<file path="src/rtl/sfilt_mc.sv">
// Multi-channel serial filter: pipelined q*h multiplier feeding per-channel accumulators
// that support load, accumulate, shift-with-round and output-and-clear.
module sfilt_mc #(
    parameter int DW         = 32,
    parameter int AW         = 64,
    parameter int NCH        = 4,
    parameter int CHW        = 2,
    parameter int MUL_STAGES = 3,
    parameter int SAT        = 0
) (
    input  logic           clk,
    input  logic           rst_n,
    input  logic           pushin,
    input  logic [1:0]     cmd,
    input  logic [CHW-1:0] ch,
    input  logic [DW-1:0]  q,
    input  logic [DW-1:0]  h,
    output logic           pushout,
    output logic [DW-1:0]  z,
    output logic [CHW-1:0] zch
);
    localparam int SHW = (AW > 1) ? $clog2(AW) : 1;

    typedef struct packed {
        logic                 v;
        logic [1:0]           cmd;
        logic [CHW-1:0]       ch;
        logic [6:0]           sh;
        logic signed [AW-1:0] prod;
    } stage_t;

    logic                 in_v;
    logic [1:0]           in_cmd;
    logic [CHW-1:0]       in_ch;
    logic signed [DW-1:0] in_q;
    logic signed [DW-1:0] in_h;

    logic signed [2*DW-1:0] mul_full;
    stage_t                 ex;

    logic signed [AW-1:0] rd_chain [NCH+1];
    logic [NCH-1:0]       hit;
    logic signed [AW-1:0] cur;
    logic signed [AW-1:0] shifted;
    logic signed [AW-1:0] nxt;
    int unsigned          sh;
    logic [SHW-1:0]       rnd_idx;

    logic                 e_v;
    logic [CHW-1:0]       e_ch;
    logic signed [AW-1:0] e_val;
    logic                 ovf;
    logic [DW-1:0]        zo;

    always_ff @(posedge clk) begin
        if (!rst_n) begin
            in_v   <= 1'b0;
            in_cmd <= '0;
            in_ch  <= '0;
            in_q   <= '0;
            in_h   <= '0;
        end else begin
            in_v   <= pushin;
            in_cmd <= cmd;
            in_ch  <= ch;
            in_q   <= q;
            in_h   <= h;
        end
    end

    assign mul_full = in_q * in_h;

    // Product is formed in the first stage; later stages only delay it with its sideband.
    for (genvar s = 1; s <= MUL_STAGES; s++) begin : g_mul
        stage_t st;
        if (s == 1) begin : g_first
            always_ff @(posedge clk) begin
                if (!rst_n) begin
                    st <= '0;
                end else begin
                    st.v    <= in_v;
                    st.cmd  <= in_cmd;
                    st.ch   <= in_ch;
                    st.sh   <= in_h[6:0];
                    st.prod <= AW'(mul_full);
                end
            end
        end else begin : g_next
            always_ff @(posedge clk) begin
                if (!rst_n) begin
                    st <= '0;
                end else begin
                    st <= g_mul[s-1].st;
                end
            end
        end
    end

    assign ex = g_mul[MUL_STAGES].st;

    assign rd_chain[0] = '0;

    for (genvar i = 0; i < NCH; i++) begin : g_ch
        logic signed [AW-1:0] acc;

        assign hit[i]          = (ex.ch == CHW'(i));
        assign rd_chain[i + 1] = hit[i] ? acc : rd_chain[i];

        always_ff @(posedge clk) begin
            if (!rst_n) begin
                acc <= '0;
            end else if (ex.v && hit[i]) begin
                acc <= nxt;
            end
        end
    end

    always_comb begin
        cur     = rd_chain[NCH];
        sh      = (32'(ex.sh) < AW) ? 32'(ex.sh) : AW;
        shifted = cur >>> sh;
        rnd_idx = (sh != 0) ? SHW'(sh - 1) : '0;
        nxt     = '0;
        case (ex.cmd)
            2'd0: nxt = ex.prod;
            2'd1: nxt = cur + ex.prod;
            2'd2: nxt = (sh == 0) ? cur : shifted + AW'(cur[rnd_idx]);
            default: nxt = '0;
        endcase
    end

    always_ff @(posedge clk) begin
        if (!rst_n) begin
            e_v   <= 1'b0;
            e_ch  <= '0;
            e_val <= '0;
        end else begin
            e_v <= ex.v && (ex.cmd == 2'd3) && (|hit);
            if (ex.v && (ex.cmd == 2'd3)) begin
                e_ch  <= ex.ch;
                e_val <= cur;
            end
        end
    end

    always_comb begin
        ovf = (e_val[AW-1:DW-1] != {(AW-DW+1){e_val[AW-1]}});
        zo  = e_val[DW-1:0];
        if ((SAT != 0) && ovf) begin
            zo = e_val[AW-1] ? {1'b1, {(DW-1){1'b0}}} : {1'b0, {(DW-1){1'b1}}};
        end
    end

    always_ff @(posedge clk) begin
        if (!rst_n) begin
            pushout <= 1'b0;
            z       <= '0;
            zch     <= '0;
        end else begin
            pushout <= e_v;
            if (e_v) begin
                z   <= zo;
                zch <= e_ch;
            end
        end
    end
endmodule

</file>
<file path="config.mk">
export PLATFORM = sky130hd
export DESIGN_NAME = sfilt_mc
export DESIGN_NICKNAME = d
export VERILOG_FILES = /design/src/rtl/sfilt_mc.sv
export SDC_FILE = /design/constraint.sdc
export NUM_CORES = 2
export LEC_CHECK = 0
export ABC_AREA = 1
export CORE_MARGIN = 4
export CORE_UTILIZATION = 45
export CTS_BUF_LIST = sky130_fd_sc_hd__clkbuf_16
export DETAILED_ROUTE_END_ITERATION = 7
export PLACE_DENSITY = 0.73
export SLEW_MARGIN = 0
export SYNTH_ARGS = -nofsm -noshare
export SYNTH_HDL_FRONTEND = slang
export SYNTH_SLANG_ARGS = --single-unit
</file>
<file path="constraint.sdc">
create_clock -name clk -period 6.7 [get_ports clk]
set_input_delay 2.01 -clock clk [delete_from_list [all_inputs] [get_ports clk]]
set_output_delay 2.01 -clock clk [all_outputs]
set_load 0.05 [all_outputs]
</file>
* Word level (Yosys, flattened, before mapping)
Cells that the tools add are included.
** Word-level totals
- Bits in registers :: 623
- Output and inout bits :: 35
- Bits of input ports :: 71
** Cells by class
- Magnitude comparators :: 2
- Reduce and logical (&&, ||, !) cells :: 11
- Equal/unequal tests :: 6
- Multipliers :: 1
- Muxes and demuxes :: 10
- Shift operators :: 1
- Add/subtract/negate cells :: 3
** Operators with widths (number)
- $mux 64 :: 5
- $pmux 64 s3 :: 1
- $add 64x1->64 :: 1
- $add 64x64->64 :: 1
- $mul 32x32->64 :: 1
- $sshr 64x7->64 :: 1
- $logic_not 32->1 :: 1
- $reduce_bool 32->1 :: 1
- $eq 2x2->1 const B :: 4
- $lt 6x7->1 const B :: 1
- $lt 7x7->1 const B :: 1
- $mux 7 :: 1
- $bmux 1 s6 :: 1
- $logic_and 1x1->1 :: 6
- $mux 6 :: 1
- $sub 6x1->6 const B :: 1
- $eq 2x1->1 const B :: 2
- $logic_not 2->1 :: 2
- $reduce_or 4->1 :: 1
- $mux 1 :: 1

* Longest topological paths before layout
- Word-level depth :: 10
- Depth in mapped cells :: 37
- Gate-level depth less buffers :: 35

* Least setup slack after synthesis
No wires, ideal clock.
- Path kind :: register -> register
- Start point :: reg in_q[31]
- End point :: reg g_mul[1].st[62] in the netlist's numbering
- Arrival :: 7.101 ns
- Path buffers :: 1
- Setup time :: 0.130 ns
- Slack :: -0.531 ns
- Stages on the path, launching flop included :: 27
- Cells stage by stage :: dfxtp_1 > clkbuf_1 > nand2_1 > inv_1 > fa_1 > inv_1 > fa_1 > inv_1 > fa_1 > fa_1 > inv_1 > fa_1 > inv_1 > fa_1 > inv_1 > fa_1 > inv_1 > fa_1 > ha_1 > a21oi_1 > nor2_1 > a211oi_1 > nor3_1 > a2111oi_0 > o41ai_1 > o21ai_0 > a21oi_1
** On the way
- Longest elaborated chain between the ends :: 1
** RTL lines
- start, declared :: RTL line 35 : logic signed [DW-1:0] in_q;
- start signal, assigned :: RTL line 66 : in_q <= q;
- $mul 32x32->64 :: RTL line 71 : assign mul_full = in_q * in_h;
- end, declared :: RTL line 75 : stage_t st;
Every way passes these cells.
A chain may end at the register's enable or synchronous reset.

* Final worst setup path
- Start point :: reg in_h[9]
- End point :: reg g_mul[1].st[61] in the netlist's numbering
** On the way
- Longest elaborated chain between the ends :: 1
** RTL lines
- start, declared :: RTL line 36 : logic signed [DW-1:0] in_h;
- start signal, assigned :: RTL line 67 : in_h <= h;
- $mul 32x32->64 :: RTL line 71
Every way passes these cells.

==> impl_metrics.env <==
export IMPL_outcome="finished, violations left"
export IMPL_violations="DRC, setup timing"
export IMPL_cts_hold_buf=0
export IMPL_synthCells=10200
export IMPL_ys_types=60
export IMPL_power_density_nw_per_um2=428
export IMPL_synth_top_flop_cell="dfxtp_1"
export IMPL_die_area_um2=168000
export IMPL_ff_latch_area_um2=12500
export IMPL_core_area_um2=161000
export IMPL_grt_pass1_wl_um=408000
export IMPL_peakVddDrop_mv=1.08
export IMPL_dr_total_vias=69600
export IMPL_chipHeight_um=410
export IMPL_final_min_clock_period_ns=7.39
export IMPL_cts_buffer_depth=3
export IMPL_top_layer_used="met5"
export IMPL_grt_overflow=0
export IMPL_synth_compound_area_share_pct=8.65
export IMPL_skew_ns=0.0368
export IMPL_required_ns=7.34
export IMPL_fmax_ghz=0.135
export IMPL_tightest_slew_ns=1.13
export IMPL_syn_area_per_cell_um2=7.12
export IMPL_cts_made_buffers=75
export IMPL_drv_slew=0
export IMPL_clock_sinks=623
export IMPL_syn_nets=11600
export IMPL_synth_simple_gate_area_share_pct=24.4
export IMPL_portBuffers=105
export IMPL_root_buffer="clkbuf_16"
export IMPL_die_w_um=410
export IMPL_grt_usage_pct=31.4
export IMPL_synth_ff_latch_count=623
export IMPL_clk_latency_ns=0.71
export IMPL_drt_iter0_drc=6472
export IMPL_setup_slack_ns=-0.686
export IMPL_netlist_area_um2=72800
export IMPL_worst_setup_path_end_kind="flop"
export IMPL_rsz0062_at_grt="true"
export IMPL_multi_input_area_um2=51200
export IMPL_cap_violations=0
export IMPL_via_per_inst=5.37
export IMPL_fillers=14900
export IMPL_yosysSeqAreaShare_pct=17.1
export IMPL_start_kind="flop"
export IMPL_design_area_um2=87100
export IMPL_drc=12
export IMPL_wire_per_inst_um=20.8
export IMPL_p_leak_nw=47.1
export IMPL_synth_top_family_by_area="adder cells"
export IMPL_finalWirelength_um=270000
export IMPL_gp_congestion=1.04
export IMPL_start_util_pct=45.3
export IMPL_crit_type="flop to flop"
export IMPL_critPathSlowestCell="fa_1"
export IMPL_postSynth_asyncResetShare_pct=0
export IMPL_synth_edf_count=0
export IMPL_cp_common_cell="fa_1"
export IMPL_wl_met2_um=123000
export IMPL_synth_xor_area_share_pct=0.421
export IMPL_antenna_found_initial=7
export IMPL_crit_path_max_fanout=11
export IMPL_drt_first_pass_iters=8
export IMPL_relSlewSlack_pct=24.7
export IMPL_placed_cell_area_um2=81000
export IMPL_place_ws_ns=-1.12
export IMPL_nets=12100
export IMPL_htree_levels=3
export IMPL_ys_warnings_count=0
export IMPL_yosys_area_share_adder_pct=34.1
export IMPL_post_route_period_util_pct=110
export IMPL_path_delay_family="adder cells"
export IMPL_hp_class="flop to flop"
export IMPL_cpPeakStageDelay_ns=0.57
export IMPL_synth_area_mux_share_pct=0
export IMPL_path_buf_inv=8
export IMPL_row_count=147
export IMPL_dp_hpwl_um=212000
export IMPL_met3_wirelength_um=23300
export IMPL_grt_pass1_vias=69900
export IMPL_postRouteAntennaNets=0
export IMPL_layout_drive_gt1_share_pct=14.2
export IMPL_cp_arrival_ns=8.03
export IMPL_ios=106
export IMPL_cts_tree="done"
export IMPL_grt_start_max_net_pins=183
export IMPL_finalHoldViolations=0
export IMPL_path_clk_slew_ns=0.06
export IMPL_drt_met1_wl_um=108000
export IMPL_setup_viol=41
export IMPL_area_growth_syn_to_layout_pct=19.5
-- worst min-delay path, stage by stage, from the launching register on --
cell     delay, ns
dfxtp_1       0.30
nand2_1       0.05
inv_1         0.04
-- report_power, final --
part           internal [mW]  switching, mW  total, mW
sequential              4.08          0.127       4.21
clock                   2.45           1.78       4.22
combinational           13.6           15.3       28.8
-- Yosys cell counts (11+ instances only) --
| cell | number | area (um^2) |
|---|---|---|
| nand2_2 | 30 | 188 |
| nor2_1 | 651 | 2440 |
| a31oi_1 | 34 | 213 |
| o21bai_1 | 30 | 225 |
| and2_1 | 18 | 113 |
| nand4_1 | 27 | 169 |
| a21oi_1 | 473 | 2370 |
| o21ai_2 | 14 | 123 |
| inv_1 | 2397 | 9000 |
| nor3_1 | 21 | 105 |
| o21ai_1 | 93 | 465 |
| o21ai_0 | 331 | 1660 |
| nor2_2 | 33 | 206 |
| buf_1 | 25 | 93.8 |
| nand3_1 | 1038 | 5190 |
| or2_2 | 15 | 93.8 |
| xnor2_1 | 16 | 140 |
| ha_1 | 251 | 3140 |
| o211ai_1 | 26 | 195 |
| inv_2 | 27 | 101 |
| buf_6 | 12 | 135 |
| nor2_4 | 11 | 124 |
| clkbuf_1 | 372 | 1400 |
| dfxtp_1 | 623 | 12500 |
| fa_1 | 1083 | 21700 |
| o21a_1 | 79 | 593 |
| nand3_2 | 29 | 290 |
| xor2_1 | 19 | 166 |
| nand2_1 | 2290 | 8600 |
| buf_2 | 74 | 370 |
-- cells in the final DEF, fill, tap and decap left out, drive strengths merged, types with 7 or more instances in the layout --
cell type,instances
o21a,79
a21o,9
xnor2,16
fa,1083
inv,2446
nor2,697
a21oi,473
buf,814
o21ai,438
o211ai,26
bufinv,9
dfxtp,623
a21boi,7
and2,18
nand2,2324
ha,251
clkbuf,83
clkdlybuf4s50,104
clkinv,24
o21bai,31
a31oi,34
nand3,1069
or2,15
a221oi,7
nand4,27
nor3,23
xor2,19
-- stage by stage --
step           TNS [ns]  hold slack, ns  cells  util [%]  power, mW
4_1_cts           -8.88           0.388  12900      53.2       33.7
6_report         -15.92           0.389  13000      54.2       37.3
5_1_grt          -24.15           0.395  13000      54.2       39.8
2_1_floorplan    -0.399           0.390  10200         -       15.7
3_5_place_dp     -18.43           0.398  12700      50.4       25.9
3_3_place_gp     -16.81           0.392  12700      50.4       25.4
-- routing by layer --
layer / track usage [%] / up-vias
li1: - / 31700
met1: 41.2 / 33800
met2: 50.7 / 3291
met3: 5.43 / 737
met4: 14.7 / 4
met5: 0 / -
-- cell type report --
class / count / share of cell area [%]
multi-input cells: 6687 / 58.8
flip-flops and latches: 623 / 14.4
inverters: 2429 / 10.5
repair buffers: 926 / 10.4
well taps: 2160 / 3.10
clock buffers: 77 / 2.21
clock inverters: 56 / 0.639
diodes: 5 / 0.0144
-- final timing paths --
kind                                   start                          to  slack (ns)  cells after the start
hold / removal    g_mul[2].st[55]$_SDFF_PN0_           ex[55]$_SDFF_PN0_        0.39                      2
setup / recovery          in_h[9]$_SDFF_PN0_  g_mul[1].st[61]$_SDFF_PN0_       -0.69                     33
hold reg to reg   g_mul[2].st[55]$_SDFF_PN0_           ex[55]$_SDFF_PN0_        0.39                      2
setup reg to reg          in_h[9]$_SDFF_PN0_  g_mul[1].st[61]$_SDFF_PN0_       -0.69                     33
-- flip-flops by register name, summed over array words and instances (netlist names) --
| register | cells |
|---|---|
| in_q | 32 |
| in_v | 1 |
| g_ch.acc | 256 |
| z | 32 |
| in_h | 32 |
| e_val | 32 |
| ex | 76 |
| g_mul.st | 152 |
| zch | 2 |
| in_ch | 2 |
| e_v | 1 |
| pushout | 1 |
| e_ch | 2 |
| in_cmd | 2 |
-- timing repair --
action | in CTS | in global routing
setup endpoints to repair | 37 | 45
buffers inserted | 83 | 70
pin swaps | 104 | 233
resized for setup | 322 | 281
cloned | 6 | 6
-- cell families (layout without fill, tap and decap cells) --
kind of cell               Yosys count  in the layout
AOI/OAI and AO/OA                 1134           1134
xor gates and xnor gates            35             35
adders and majority gates         1334           1334
buffers and inverters             2920           3488
DFF                                623            623
other                                0              5
and+or+nand+nor                   4184           4184
Note: power is estimated with default switching activity, not from simulation.
